`config.mk`:
```
export PLATFORM = sky130hd
export DESIGN_NAME = lsu_ctrl
export DESIGN_NICKNAME = d
export VERILOG_FILES = /design/src/rtl/lsu_ctrl.sv
export SDC_FILE = /design/constraint.sdc
export NUM_CORES = 1
export LEC_CHECK = 0
export BUFFER_PORTS_ARGS = -buffer_cell sky130_fd_sc_hd__buf_2
export CORE_ASPECT_RATIO = 2
export CORE_MARGIN = 2
export CORE_UTILIZATION = 49
export CTS_CLUSTER_DIAMETER = 150
export CTS_CLUSTER_SIZE = 24
export DETAILED_ROUTE_END_ITERATION = 8
export GPL_ROUTABILITY_DRIVEN = 0
export PLACE_DENSITY_LB_ADDON = 0.25
export SYNTH_ARGS = -nofsm -noshare
export SYNTH_HDL_FRONTEND = slang
export SYNTH_SLANG_ARGS = --single-unit
```
`constraint.sdc`:
```
create_clock -name i_clk -period 5.48 [get_ports i_clk]
set_clock_uncertainty 0.05 [all_clocks]
set_input_delay 1.096 -clock i_clk [delete_from_list [all_inputs] [get_ports i_clk]]
set_output_delay 1.096 -clock i_clk [all_outputs]
set_load 0.02 [all_outputs]
```
`src/rtl/lsu_ctrl.sv`:
```
// RV32I load/store sequencer: decodes funct3, drives a req/ack data-memory port,
// stalls the core for the access and returns extended load data plus a fault code.
module lsu_ctrl #(
    parameter int unsigned TIMEOUT = 255
) (
    input  logic        i_clk,
    input  logic        i_rst,
    input  logic        i_valid,
    input  logic [6:0]  i_opcode,
    input  logic [2:0]  i_funct3,
    input  logic [31:0] i_addr,
    input  logic [31:0] i_wdata,
    output logic        o_stall,
    output logic        o_done,
    output logic [31:0] o_rdata,
    output logic [1:0]  o_err,
    output logic        o_mem_req,
    output logic        o_mem_we,
    output logic [31:0] o_mem_addr,
    output logic [31:0] o_mem_wdata,
    output logic [3:0]  o_mem_be,
    input  logic        i_mem_ack,
    input  logic [31:0] i_mem_rdata
);

    localparam int unsigned CNT_W = 8;
    localparam logic [6:0] OP_LOAD  = 7'b0000011;
    localparam logic [6:0] OP_STORE = 7'b0100011;
    localparam logic [1:0] ERR_NONE = 2'b00;
    localparam logic [1:0] ERR_MIS  = 2'b01;
    localparam logic [1:0] ERR_TO   = 2'b10;
    localparam logic [1:0] ERR_ILL  = 2'b11;

    typedef enum logic [1:0] {IDLE, BUSY, DONE} state_t;

    state_t             state_q, state_d;
    logic [CNT_W-1:0]   cnt_q, cnt_d;
    logic [2:0]         f3_q, f3_d;
    logic [1:0]         off_q, off_d;
    logic [1:0]         err_d;
    logic [31:0]        rdata_d, addr_d, wdata_d;
    logic [3:0]         be_d;
    logic               we_d;
    logic               stall_c;

    logic               is_load, is_store, mem_op, legal, misaligned;
    logic [3:0]         st_be;
    logic [31:0]        st_wdata;
    logic [7:0]         ld_byte;
    logic [15:0]        ld_half;
    logic [31:0]        ld_ext;

    assign is_load  = (i_opcode == OP_LOAD);
    assign is_store = (i_opcode == OP_STORE);
    assign mem_op   = i_valid && (is_load || is_store);

    // funct3 legality and alignment of the presented instruction
    always_comb begin
        legal = 1'b0;
        case (i_funct3)
            3'b000, 3'b001, 3'b010: legal = 1'b1;
            3'b100, 3'b101:         legal = is_load;
            default:                legal = 1'b0;
        endcase
        misaligned = ((i_funct3[1:0] == 2'b01) && i_addr[0]) ||
                     ((i_funct3[1:0] == 2'b10) && (i_addr[1:0] != 2'b00));
    end

    // Store lane steering; loads request no byte enables
    always_comb begin
        st_be    = 4'b0000;
        st_wdata = i_wdata;
        case (i_funct3[1:0])
            2'b00: begin
                st_be    = 4'b0001 << i_addr[1:0];
                st_wdata = {4{i_wdata[7:0]}};
            end
            2'b01: begin
                st_be    = 4'b0011 << i_addr[1:0];
                st_wdata = {2{i_wdata[15:0]}};
            end
            default: st_be = 4'b1111;
        endcase
        if (!is_store) st_be = 4'b0000;
    end

    assign ld_byte = i_mem_rdata[{off_q, 3'b000} +: 8];
    assign ld_half = i_mem_rdata[{off_q[1], 4'b0000} +: 16];

    always_comb begin
        case (f3_q)
            3'b000:  ld_ext = {{24{ld_byte[7]}}, ld_byte};
            3'b100:  ld_ext = {24'd0, ld_byte};
            3'b001:  ld_ext = {{16{ld_half[15]}}, ld_half};
            3'b101:  ld_ext = {16'd0, ld_half};
            default: ld_ext = i_mem_rdata;
        endcase
    end

    // Next-state and register updates
    always_comb begin
        state_d = state_q;
        cnt_d   = cnt_q;
        f3_d    = f3_q;
        off_d   = off_q;
        err_d   = o_err;
        rdata_d = o_rdata;
        we_d    = o_mem_we;
        addr_d  = o_mem_addr;
        wdata_d = o_mem_wdata;
        be_d    = o_mem_be;
        stall_c = 1'b0;
        case (state_q)
            IDLE: begin
                if (mem_op) begin
                    stall_c = 1'b1;
                    if (!legal) begin
                        err_d   = ERR_ILL;
                        state_d = DONE;
                    end else if (misaligned) begin
                        err_d   = ERR_MIS;
                        state_d = DONE;
                    end else begin
                        we_d    = is_store;
                        addr_d  = {i_addr[31:2], 2'b00};
                        be_d    = st_be;
                        wdata_d = st_wdata;
                        f3_d    = i_funct3;
                        off_d   = i_addr[1:0];
                        cnt_d   = '0;
                        state_d = BUSY;
                    end
                end
            end
            BUSY: begin
                stall_c = 1'b1;
                if (i_mem_ack) begin
                    if (!o_mem_we) rdata_d = ld_ext;
                    err_d   = ERR_NONE;
                    state_d = DONE;
                end else if (cnt_q == CNT_W'(TIMEOUT - 1)) begin
                    err_d   = ERR_TO;
                    state_d = DONE;
                end else begin
                    cnt_d = cnt_q + CNT_W'(1);
                end
            end
            DONE:    state_d = IDLE;
            default: state_d = IDLE;
        endcase
    end

    // Reset gates the stall so the core is released the moment reset hits
    assign o_stall = stall_c && !i_rst;

    always_ff @(posedge i_clk or posedge i_rst) begin
        if (i_rst) begin
            state_q     <= IDLE;
            cnt_q       <= '0;
            f3_q        <= '0;
            off_q       <= '0;
            o_done      <= 1'b0;
            o_mem_req   <= 1'b0;
            o_mem_we    <= 1'b0;
            o_err       <= '0;
            o_mem_be    <= '0;
            o_rdata     <= '0;
            o_mem_addr  <= '0;
            o_mem_wdata <= '0;
        end else begin
            state_q     <= state_d;
            cnt_q       <= cnt_d;
            f3_q        <= f3_d;
            off_q       <= off_d;
            o_done      <= (state_d == DONE);
            o_mem_req   <= (state_d == BUSY);
            o_mem_we    <= we_d;
            o_err       <= err_d;
            o_mem_be    <= be_d;
            o_rdata     <= rdata_d;
            o_mem_addr  <= addr_d;
            o_mem_wdata <= wdata_d;
        end
    end

endmodule

```
==> impl_results.md <==
- Pwr per Cell Area: 338 nW/um^2
- Final worst-path cycle share: 0.582
- Leak: 4.01 nW
- WP data required: 4.33 ns
- Vias: 4747
- # H-tree levels: 4
- Synth Area per Inst: 10.6 um^2
- Root Driver: clkbuf_16
- Yosys reg bits: 118
- HP Class: reg -> reg
- Wire per inst: 16.4 um
- Final hold viol count: 0
- Setup Crit Path Kind: in -> out
- Max capacitance violation total: 0
- Ys flop type: dfrtp_1
- Status: finished clean
- Slew @ Worst Pin: 1.03 ns
- Setup TNS Final: 0 ns
- Critical path arrival: 2.04 ns
- RSZ-0062 raised after global routing: false
- Clock transition at path regs: 0.05 ns
- Pre-Repair DR Iteration Count: 4
- Initial antenna violation count: 0
- Count of cell types in the netlist: 47
- Peak supply drop: 0.278 mV
- Core Footprint: 11100 um^2
- Achievable frequency: 0.314 GHz
- Initial DRC count: 311
- CTS tree: yes
- Cts hold-fix bufs: 0
- HPWL Detailed: 10.2 mm
- Layout cells sized above 1: 0.347
- Gates resized, CTS repair: 0
- Total GRT Usage: 0.242
- Total gr overflow: 0
- Ys Warns: 0
- Die H: 154 um
- Layout area overhead: 31.6%
- CTS Buf Count: 17
- # diodes: 0
- Max FO, Critical Path: 5
- Syn Std Cell Area: 5540 um^2
- Post-layout nets: 840
- Endpoint type of the worst setup path: output port
- Tmin final: 3.19 ns
- Vias in the first global route: 4658
- Later-pin clock latency in the skew report: 0.40 ns
- Site Rows: 55
- Die width: 79.2 um
- Final core utilization: 0.655
- # setup viols final: 0
- Clock Sinks: 118
- Port buffer count: 213
- Clock Path Buffers: 2
- Num ports: 216
- Post-synthesis sequential area ratio: 0.533
- Post-Synthesis Cells: 525
- Post-Route WL: 14.4 mm
- DRC: 0
- Post-synth EDFFs: 0
- Initial core utilization: 0.497
- Largest net degree at the start of global routing: 101
- Setup Buffers After CTS: 0
- Final Slew Violations: 0
- Async S/R FF share, synth: 1.00
- Post-route ant nets: 0
- Die Area: 12200 um^2
- First-pass GRT wire length: 23.0 mm
- Slew headroom: 0.316
- Vias/cell: 5.38
- Crit path launch type: input pin
-- cell usage in the layout (no fill, tap or decap), types with 2 or more instances in the layout --
| master | Yosys | layout |
|---|---|---|
| o22ai_1 | 8 | 8 |
| buf_4 | 3 | 5 |
| mux2_1 | 44 | 44 |
| a21oi_1 | 40 | 40 |
| inv_1 | 19 | 18 |
| buf_2 | 6 | 213 |
| clkbuf_16 | 0 | 17 |
| mux2i_1 | 40 | 40 |
| o22a_1 | 2 | 2 |
| ha_1 | 2 | 2 |
| o2bb2ai_1 | 4 | 4 |
| clkbuf_8 | 0 | 3 |
| o211ai_1 | 5 | 5 |
| clkinv_2 | 0 | 4 |
| clkinvlp_4 | 0 | 2 |
| conb_1 | 1 | 2 |
| o21ai_0 | 46 | 46 |
| nor2b_1 | 10 | 10 |
| nand2b_1 | 11 | 11 |
| or4_1 | 3 | 3 |
| bufinv_16 | 0 | 3 |
| nand4_1 | 3 | 3 |
| dfrtp_1 | 118 | 118 |
| clkbuf_1 | 25 | 2 |
| nand2_1 | 56 | 56 |
| nand3_1 | 36 | 36 |
| nor2_1 | 17 | 17 |
| or3_1 | 2 | 2 |
-- final cells by class --
type,instances,area (um^2)
clock buffer,22,474
clock inverter,9,125
fill,932,3850
inverter,19,73.8
multi-input combinational,354,2390
sequential,118,2950
tap,142,178
timing repair buffer,218,1100
-- Yosys cell counts (all sizes together), types with 2 or more instances --
library cell / count / area share
a21oi: 40 / 0.036
buf: 10 / 0.010
clkbuf: 25 / 0.017
dfrtp: 118 / 0.53
ha: 2 / 0.0045
inv: 19 / 0.013
mux2: 45 / 0.091
mux2i: 40 / 0.072
nand2: 56 / 0.038
nand2b: 11 / 0.012
nand3: 36 / 0.032
nand4: 3 / 0.0034
nor2: 17 / 0.012
nor2b: 10 / 0.011
nor3b: 2 / 0.0036
o211ai: 5 / 0.0068
o21ai: 46 / 0.042
o22a: 2 / 0.0032
o22ai: 8 / 0.0090
o2bb2ai: 4 / 0.0063
or3: 2 / 0.0023
or4: 3 / 0.0041
-- sequential cells by signal, indices dropped and copies added (netlist names) --
register	count
o_err	2
o_mem_addr	30
o_mem_wdata	32
o_mem_be	4
state_q	2
o_done	1
off_q	2
o_mem_req	1
o_mem_we	1
o_rdata	32
cnt_q	8
f3_q	3
-- layer usage --
metal / track usage / vias to the layer above / wire length (um)
li1: - / 2261 / -
met1: 0.301 / 2241 / 5880
met2: 0.386 / 214 / 6940
met3: 0.0799 / 31 / 1240
met4: 0.0969 / 0 / 365
met5: 0 / - / 0
-- per-stage QoR --
step / setup slack (ns) / cells / area, um^2 / hold slack, ns / power, mW
4_1_cts: 2.28 / 882 / 7300 / 0.427 / 2.49
6_report: 2.29 / 882 / 7300 / 0.418 / 2.47
3_3_place_gp: 2.11 / 851 / 6700 / 0.407 / 1.35
5_1_grt: 2.25 / 882 / 7300 / 0.444 / 2.57
2_1_floorplan: 1.20 / 526 / 5550 / 0.439 / 1.21
3_5_place_dp: 2.07 / 851 / 6700 / 0.415 / 1.36
-- critical path: stages --
cell      delay, ns
buf_2          0.09
and4bb_2       0.39
a31oi_1        0.13
nor3_1         0.15
buf_2          0.19
-- cells by family after synthesis --
logic type                 Yosys count  share of synthesized area
AOI/OAI and AO/OA                  114                      0.119
and+or+nand+nor                    150                      0.135
DFF                                118                      0.533
buffers and inverters               54                     0.0399
muxes                               86                      0.168
other                                1                   0.000676
adders and majority gates            2                    0.00451
-- power breakdown --
| group | leakage (nW) | total (mW) | switching (mW) | internal [mW] |
|---|---|---|---|---|
| registers | 1.59 | 0.992 | 0.0497 | 0.942 |
| logic | 2.13 | 0.352 | 0.214 | 0.138 |
| clock network | 0.292 | 1.12 | 0.378 | 0.745 |
| total | 4.01 | 2.47 | 0.642 | 1.83 |
-- final timing paths --
check / from / to / slack (ns) / cells after the start
max: i_opcode[2] / o_stall / 2.29 / 5
min reg2reg: o_mem_wdata[10] / o_mem_wdata[10] / 0.42 / 2
min in group asynchronous: i_rst / cnt_q[2] / 0.90 / 2
max in group asynchronous: i_rst / cnt_q[6] / 3.42 / 3
min: o_mem_wdata[10] / o_mem_wdata[10] / 0.42 / 2
max reg2reg: off_q[1] / o_rdata[25] / 3.05 / 4
No activity file was read; power rests on OpenSTA's default activity.
